<file path="src/rtl/gpr_file_dbg.sv">
// General-purpose register file: two combinational read ports, one write port,
// optional hardwired-zero r0, optional write-to-read bypass, and a debug dump
// engine that streams every register out over a valid/ready port.
module gpr_file_dbg #(
    parameter int unsigned WIDTH    = 32,
    parameter int unsigned NUM_REGS = 32,
    parameter int unsigned ZERO_REG = 1,
    parameter int unsigned BYPASS   = 1,
    localparam int unsigned AW      = ($clog2(NUM_REGS) < 1) ? 1 : $clog2(NUM_REGS)
) (
    input  logic             i_clk,
    input  logic             i_rst,
    input  logic [AW-1:0]    i_rd_addr_a,
    output logic [WIDTH-1:0] o_rd_data_a,
    input  logic [AW-1:0]    i_rd_addr_b,
    output logic [WIDTH-1:0] o_rd_data_b,
    input  logic             i_wr_en,
    input  logic [AW-1:0]    i_wr_addr,
    input  logic [WIDTH-1:0] i_wr_data,
    input  logic             i_dbg_start,
    input  logic             i_dbg_ready,
    output logic             o_dbg_valid,
    output logic [AW-1:0]    o_dbg_addr,
    output logic [WIDTH-1:0] o_dbg_data,
    output logic             o_dbg_busy,
    output logic             o_dbg_done
);

    typedef enum logic [1:0] {StIdle, StDump, StDone} state_e;

    logic [WIDTH-1:0] regs_q [NUM_REGS];
    state_e           state_q, state_d;
    logic [AW-1:0]    index_q, index_d;
    logic             wr_ok;
    logic             rd_ok_a, rd_ok_b;
    logic             beat_xfer;
    logic             last_beat;

    // A write lands only for an in-range address that is not the hardwired zero.
    always_comb begin
        wr_ok = i_wr_en && (32'(i_wr_addr) < NUM_REGS) &&
                !((ZERO_REG != 0) && (i_wr_addr == '0));
    end

    // Register array update; reset clears every register and beats any write.
    always_ff @(posedge i_clk) begin
        if (i_rst) begin
            for (int i = 0; i < int'(NUM_REGS); i++) begin
                regs_q[i] <= '0;
            end
        end else if (wr_ok) begin
            regs_q[i_wr_addr] <= i_wr_data;
        end
    end

    // Read port A: out-of-range and hardwired-zero reads return 0; optional bypass.
    always_comb begin
        rd_ok_a     = (32'(i_rd_addr_a) < NUM_REGS) &&
                      !((ZERO_REG != 0) && (i_rd_addr_a == '0));
        o_rd_data_a = '0;
        if (rd_ok_a) begin
            if ((BYPASS != 0) && wr_ok && (i_wr_addr == i_rd_addr_a)) begin
                o_rd_data_a = i_wr_data;
            end else begin
                o_rd_data_a = regs_q[i_rd_addr_a];
            end
        end
    end

    // Read port B: identical to port A, fully independent.
    always_comb begin
        rd_ok_b     = (32'(i_rd_addr_b) < NUM_REGS) &&
                      !((ZERO_REG != 0) && (i_rd_addr_b == '0));
        o_rd_data_b = '0;
        if (rd_ok_b) begin
            if ((BYPASS != 0) && wr_ok && (i_wr_addr == i_rd_addr_b)) begin
                o_rd_data_b = i_wr_data;
            end else begin
                o_rd_data_b = regs_q[i_rd_addr_b];
            end
        end
    end

    // Dump FSM state and beat index registers.
    always_ff @(posedge i_clk) begin
        if (i_rst) begin
            state_q <= StIdle;
            index_q <= '0;
        end else begin
            state_q <= state_d;
            index_q <= index_d;
        end
    end

    // Dump FSM next state and outputs; the dump reads stored values, never the bypass.
    always_comb begin
        state_d     = state_q;
        index_d     = index_q;
        o_dbg_valid = 1'b0;
        o_dbg_addr  = '0;
        o_dbg_data  = '0;
        o_dbg_busy  = 1'b0;
        o_dbg_done  = 1'b0;
        beat_xfer   = 1'b0;
        last_beat   = (32'(index_q) == NUM_REGS - 1);
        unique case (state_q)
            StIdle: begin
                if (i_dbg_start) begin
                    state_d = StDump;
                    index_d = '0;
                end
            end
            StDump: begin
                o_dbg_valid = 1'b1;
                o_dbg_busy  = 1'b1;
                o_dbg_addr  = index_q;
                if (!((ZERO_REG != 0) && (index_q == '0))) begin
                    o_dbg_data = regs_q[index_q];
                end
                beat_xfer = i_dbg_ready;
                if (beat_xfer) begin
                    if (last_beat) begin
                        state_d = StDone;
                        index_d = '0;
                    end else begin
                        index_d = index_q + 1'b1;
                    end
                end
            end
            StDone: begin
                o_dbg_busy = 1'b1;
                o_dbg_done = 1'b1;
                state_d    = StIdle;
            end
            default: begin
                state_d = StIdle;
            end
        endcase
    end

endmodule
</file>
<file path="config.mk">
export PLATFORM = sky130hd
export DESIGN_NAME = gpr_file_dbg
export DESIGN_NICKNAME = d
export VERILOG_FILES = /design/src/rtl/gpr_file_dbg.sv
export SDC_FILE = /design/constraint.sdc
export NUM_CORES = 2
export LEC_CHECK = 0
export CAP_MARGIN = 10
export CORE_ASPECT_RATIO = 0.8
export CORE_MARGIN = 5
export CORE_UTILIZATION = 40
export CTS_CLUSTER_DIAMETER = 30
export CTS_CLUSTER_SIZE = 16
export DETAILED_ROUTE_END_ITERATION = 8
export PLACE_DENSITY = 0.54
export SYNTH_ARGS = -nofsm -noshare
export SYNTH_HDL_FRONTEND = slang
export SYNTH_SLANG_ARGS = --single-unit
</file>
<file path="constraint.sdc">
create_clock -name i_clk -period 2.4 [get_ports i_clk]
set_input_delay 0.24 -clock i_clk [delete_from_list [all_inputs] [get_ports i_clk]]
set_output_delay 0.24 -clock i_clk [all_outputs]
set_load 0.05 [all_outputs]
</file>
==> summary.md <==
| Metric | Value |
|---|---|
| Asr flop ratio synth | 0% |
| Power, Total | 64.4 mW |
| Starting Density | around 40% |
| Largest net degree at the start of global routing | 71 |
| Worst Setup Start Kind | register |
| Slew HR | 31.7% |
| Leak pwr | 31.9 nW |
| Setup slack after layout | -1.18 ns |
| Pre-CTS WS | -0.851 ns |
| Filler cells | 12700 |
| EDFF count, synth | 1024 |
| Die height | 367 µm |
| CP most frequent cell | buf_12 |
| Synth Flop Type | edfxtp_1 |
| # H-tree levels | 4 |
| Commonest non-fill, non-tap cell in the layout | edfxtp_1 |
| Antenna viol nets, final | 0 |
| Via count of the first global-routing pass | 50400 |
| Min Tclk post-route | 3.58 ns |
| Power per cell area | a little over 700 nW/µm² |
| RSZ-0062 raised after global routing | yes |
| R2R Setup Slk | 0.46 ns |
| Nets | 5445 |
| Top Ports | about 160 |
| Yosys reg bits | 1036 |
| CTS tree | built |
| Post-synthesis mux area share | 29.1% |
| HP Class | input pin to register |
| Post-synthesis sequential area ratio | about half |
| First-pass GRT wire length | about 430 mm |
| Drt drc | 0 |
| Final Core Density | between 50 and 60% |
| Core area | 159000 µm² |
| Initial antenna violation count | 39 |
| Synth Area in Compound Gates | 4.97% |
| Clk root buf | clkbuf_16 |
| Post-Syn Area | roughly 64000 µm² |
| Mapped Cells | 4462 |
| Final Cycle Share | 149% |
| Final setup vio count | 96 |
| Critical path class | register to output pin |
| Critical-path top delay cell | mux4_2 |
| Ys Warns | 0 |
| Final hold violation count | 0 |
| Placer congestion estimate | 0.974 |
| Share of synthesized cell area in and, or, nand and nor gates | between 10% and 20% |
| Max Cap Viol | 0 |
| Post-DP HPWL | 221 mm |
| Crit-path cells | buf_12, buf_12, buf_12, buf_16, mux4_2, mux4_2, inv_2, o22ai_4, buf_12 |
| CTS Buf Count | 229 |
| Worst Path Max Fanout | 6 |
| Skew-Pair Late Insertion Delay | just under 0.9 ns |
| Total grt overflow | 0 |
| Fmax | 279 MHz |
| CP max stage delay | 0.56 ns |
| Yosys cell types | between 60 and 70 |
| Post-Route WL | 315 mm |
| Gr usage total | 37.0% |
| Sink Count | 1036 |
| Maximum vdd drop | 0.000758 V |
| Die area | 168000 µm² |
| Failing checks | setup timing |
| XOR/XNOR share of the synthesized area | less than 1% |
| Iter 0 DRT Violations | 8699 |
| Most frequent cells in the layout | edfxtp_1, and2_1, mux4_2 |
| CTS Buffer Depth | 3 |
| Clock skew | 0.00662 ns |
| Largest family of logic cells by synthesized area | multiplexers |
| Worst Path Arrival | 3.34 ns |
| Fin. max-slew vios | 0 |
| Via density per instance | 6.69 |
| Die Width | 457 µm |
| Adder-cell share of the synthesized area | 0.118% |
| Worst EP required | 2.16 ns |
| Area grow syn2layout | 39.4% |
| Clock slew at reported path FFs | ~0.05 ns |
| Mean post-synth cell area | 14.3 µm² |
| Worst-margin pin slew | ~1.0 ns |
| Status | finished with violations |
| Row count | around 130 |
| PortBufs | around 160 |
| WL/cell | ~40 µm |
| Layout cells sized above 1 | 49.0% |
| Drt pass-1 iters | 6 |
| Worst setup EP type | output pin |
| Vias | 51700 |
## stage by stage
step           hold WS (ns)  cell area (µm²)  std cells  setup TNS (ns)
4_1_cts              0.0763            88200       7701          -69.27
3_5_place_dp          0.519            77700       7230         -187.14
3_3_place_gp          0.524            77700       7230         -207.15
6_report              0.123            89000       7732          -65.14
2_1_floorplan         0.429            64400       4493           -7.47
5_1_grt               0.143            89000       7714          -69.75
## cell type report
| type | instances | area (µm²) | share of cell area, % |
|---|---|---|---|
| Multi-Input combinational cell | 2901 | 33500 | 37.6 |
| Timing Repair Buffer | 1145 | 13700 | 15.4 |
| Sequential cell | 1036 | 31000 | 34.8 |
| Tap cell | 2128 | 2660 | 2.99 |
| Antenna cell | 19 | 47.5 | 0.0534 |
| Inverter | 74 | 280 | 0.315 |
| Clock buffer | 248 | 5800 | 6.52 |
| Clock inverter | 181 | 2020 | 2.27 |
## cell families (layout without fill, tap and decap cells)
| group | after synthesis | count (layout) |
|---|---|---|
| AO/OA/AOI/OAI | 458 | 458 |
| XOR/XNOR | 10 | 10 |
| adder cells (fa/ha/maj) | 6 | 6 |
| buffers and inverters | 556 | 1648 |
| flip-flops | 1036 | 1036 |
| multiplexers | 949 | 949 |
| other | 1 | 51 |
| AND/OR/NAND/NOR | 1446 | 1446 |
## routing by layer
metal | vias up | global-route usage, % | part of all wire, %
li1 | 19500 | - | -
met1 | 26600 | 49.4 | 37
met2 | 4645 | 52.6 | 42
met3 | 931 | 11.6 | 14
met4 | 4 | 22.5 | 7.2
met5 | - | 0.427 | 0.035
## state kept, by name (all words and copies together) (netlist names), named ones only
name	cells
regs_q	1024
index_q	5
state_q	2
## worst max-delay path, delay by kind of cell (launching register included)
kind	cells	cell delay, ns
mux	2	1.04
buf+inv	6	0.86
flops	1	0.38
compound gates	1	0.15
## power by group
group	switching, mW	internal, mW	total, mW
Sequential	0.781	20.9	21.7
Clock	11.2	20.5	31.8
Combinational	5.90	4.98	10.9
## synth_stat cells (20+ instances only)
library cell	number	area share, %
mux4_2	717	25
nor2b_1	25	0.24
nand3_1	30	0.24
mux2i_1	165	2.6
nor2_1	150	0.88
a22oi_1	37	0.43
a21oi_1	53	0.42
nand2_1	77	0.45
or2_2	33	0.32
o22ai_1	137	1.3
buf_1	20	0.12
and2_1	999	9.8
a221oi_1	50	0.69
inv_1	71	0.42
buf_4	34	0.40
a211oi_1	23	0.27
o21ai_0	42	0.33
edfxtp_1	1024	48
clkbuf_1	330	1.9
nor3_1	43	0.34
mux2_2	63	1.1
buf_2	74	0.58
## final timing paths
check	startpoint	endpoint	depth (start not counted)
worst max-delay path	register	o_dbg_data[12]	9
worst min-delay path	i_dbg_ready	state_q[1]	3
worst max register to register	index_q[0]	register	7
worst min register to register	state_q[0]	state_q[0]	2
## timing repair
| item | 4_1_cts | 5_1_grt |
|---|---|---|
| cloned | 10 | 1 |
| hold buffers | 2 | 0 |
| resized for setup | 458 | 167 |
| pin swaps | 136 | 96 |
| endpoints found under the hold margin | 15 | 0 |
| setup buffers | 62 | 24 |
| setup endpoints to repair | 99 | 100 |
(Power assumes the default switching activity.)
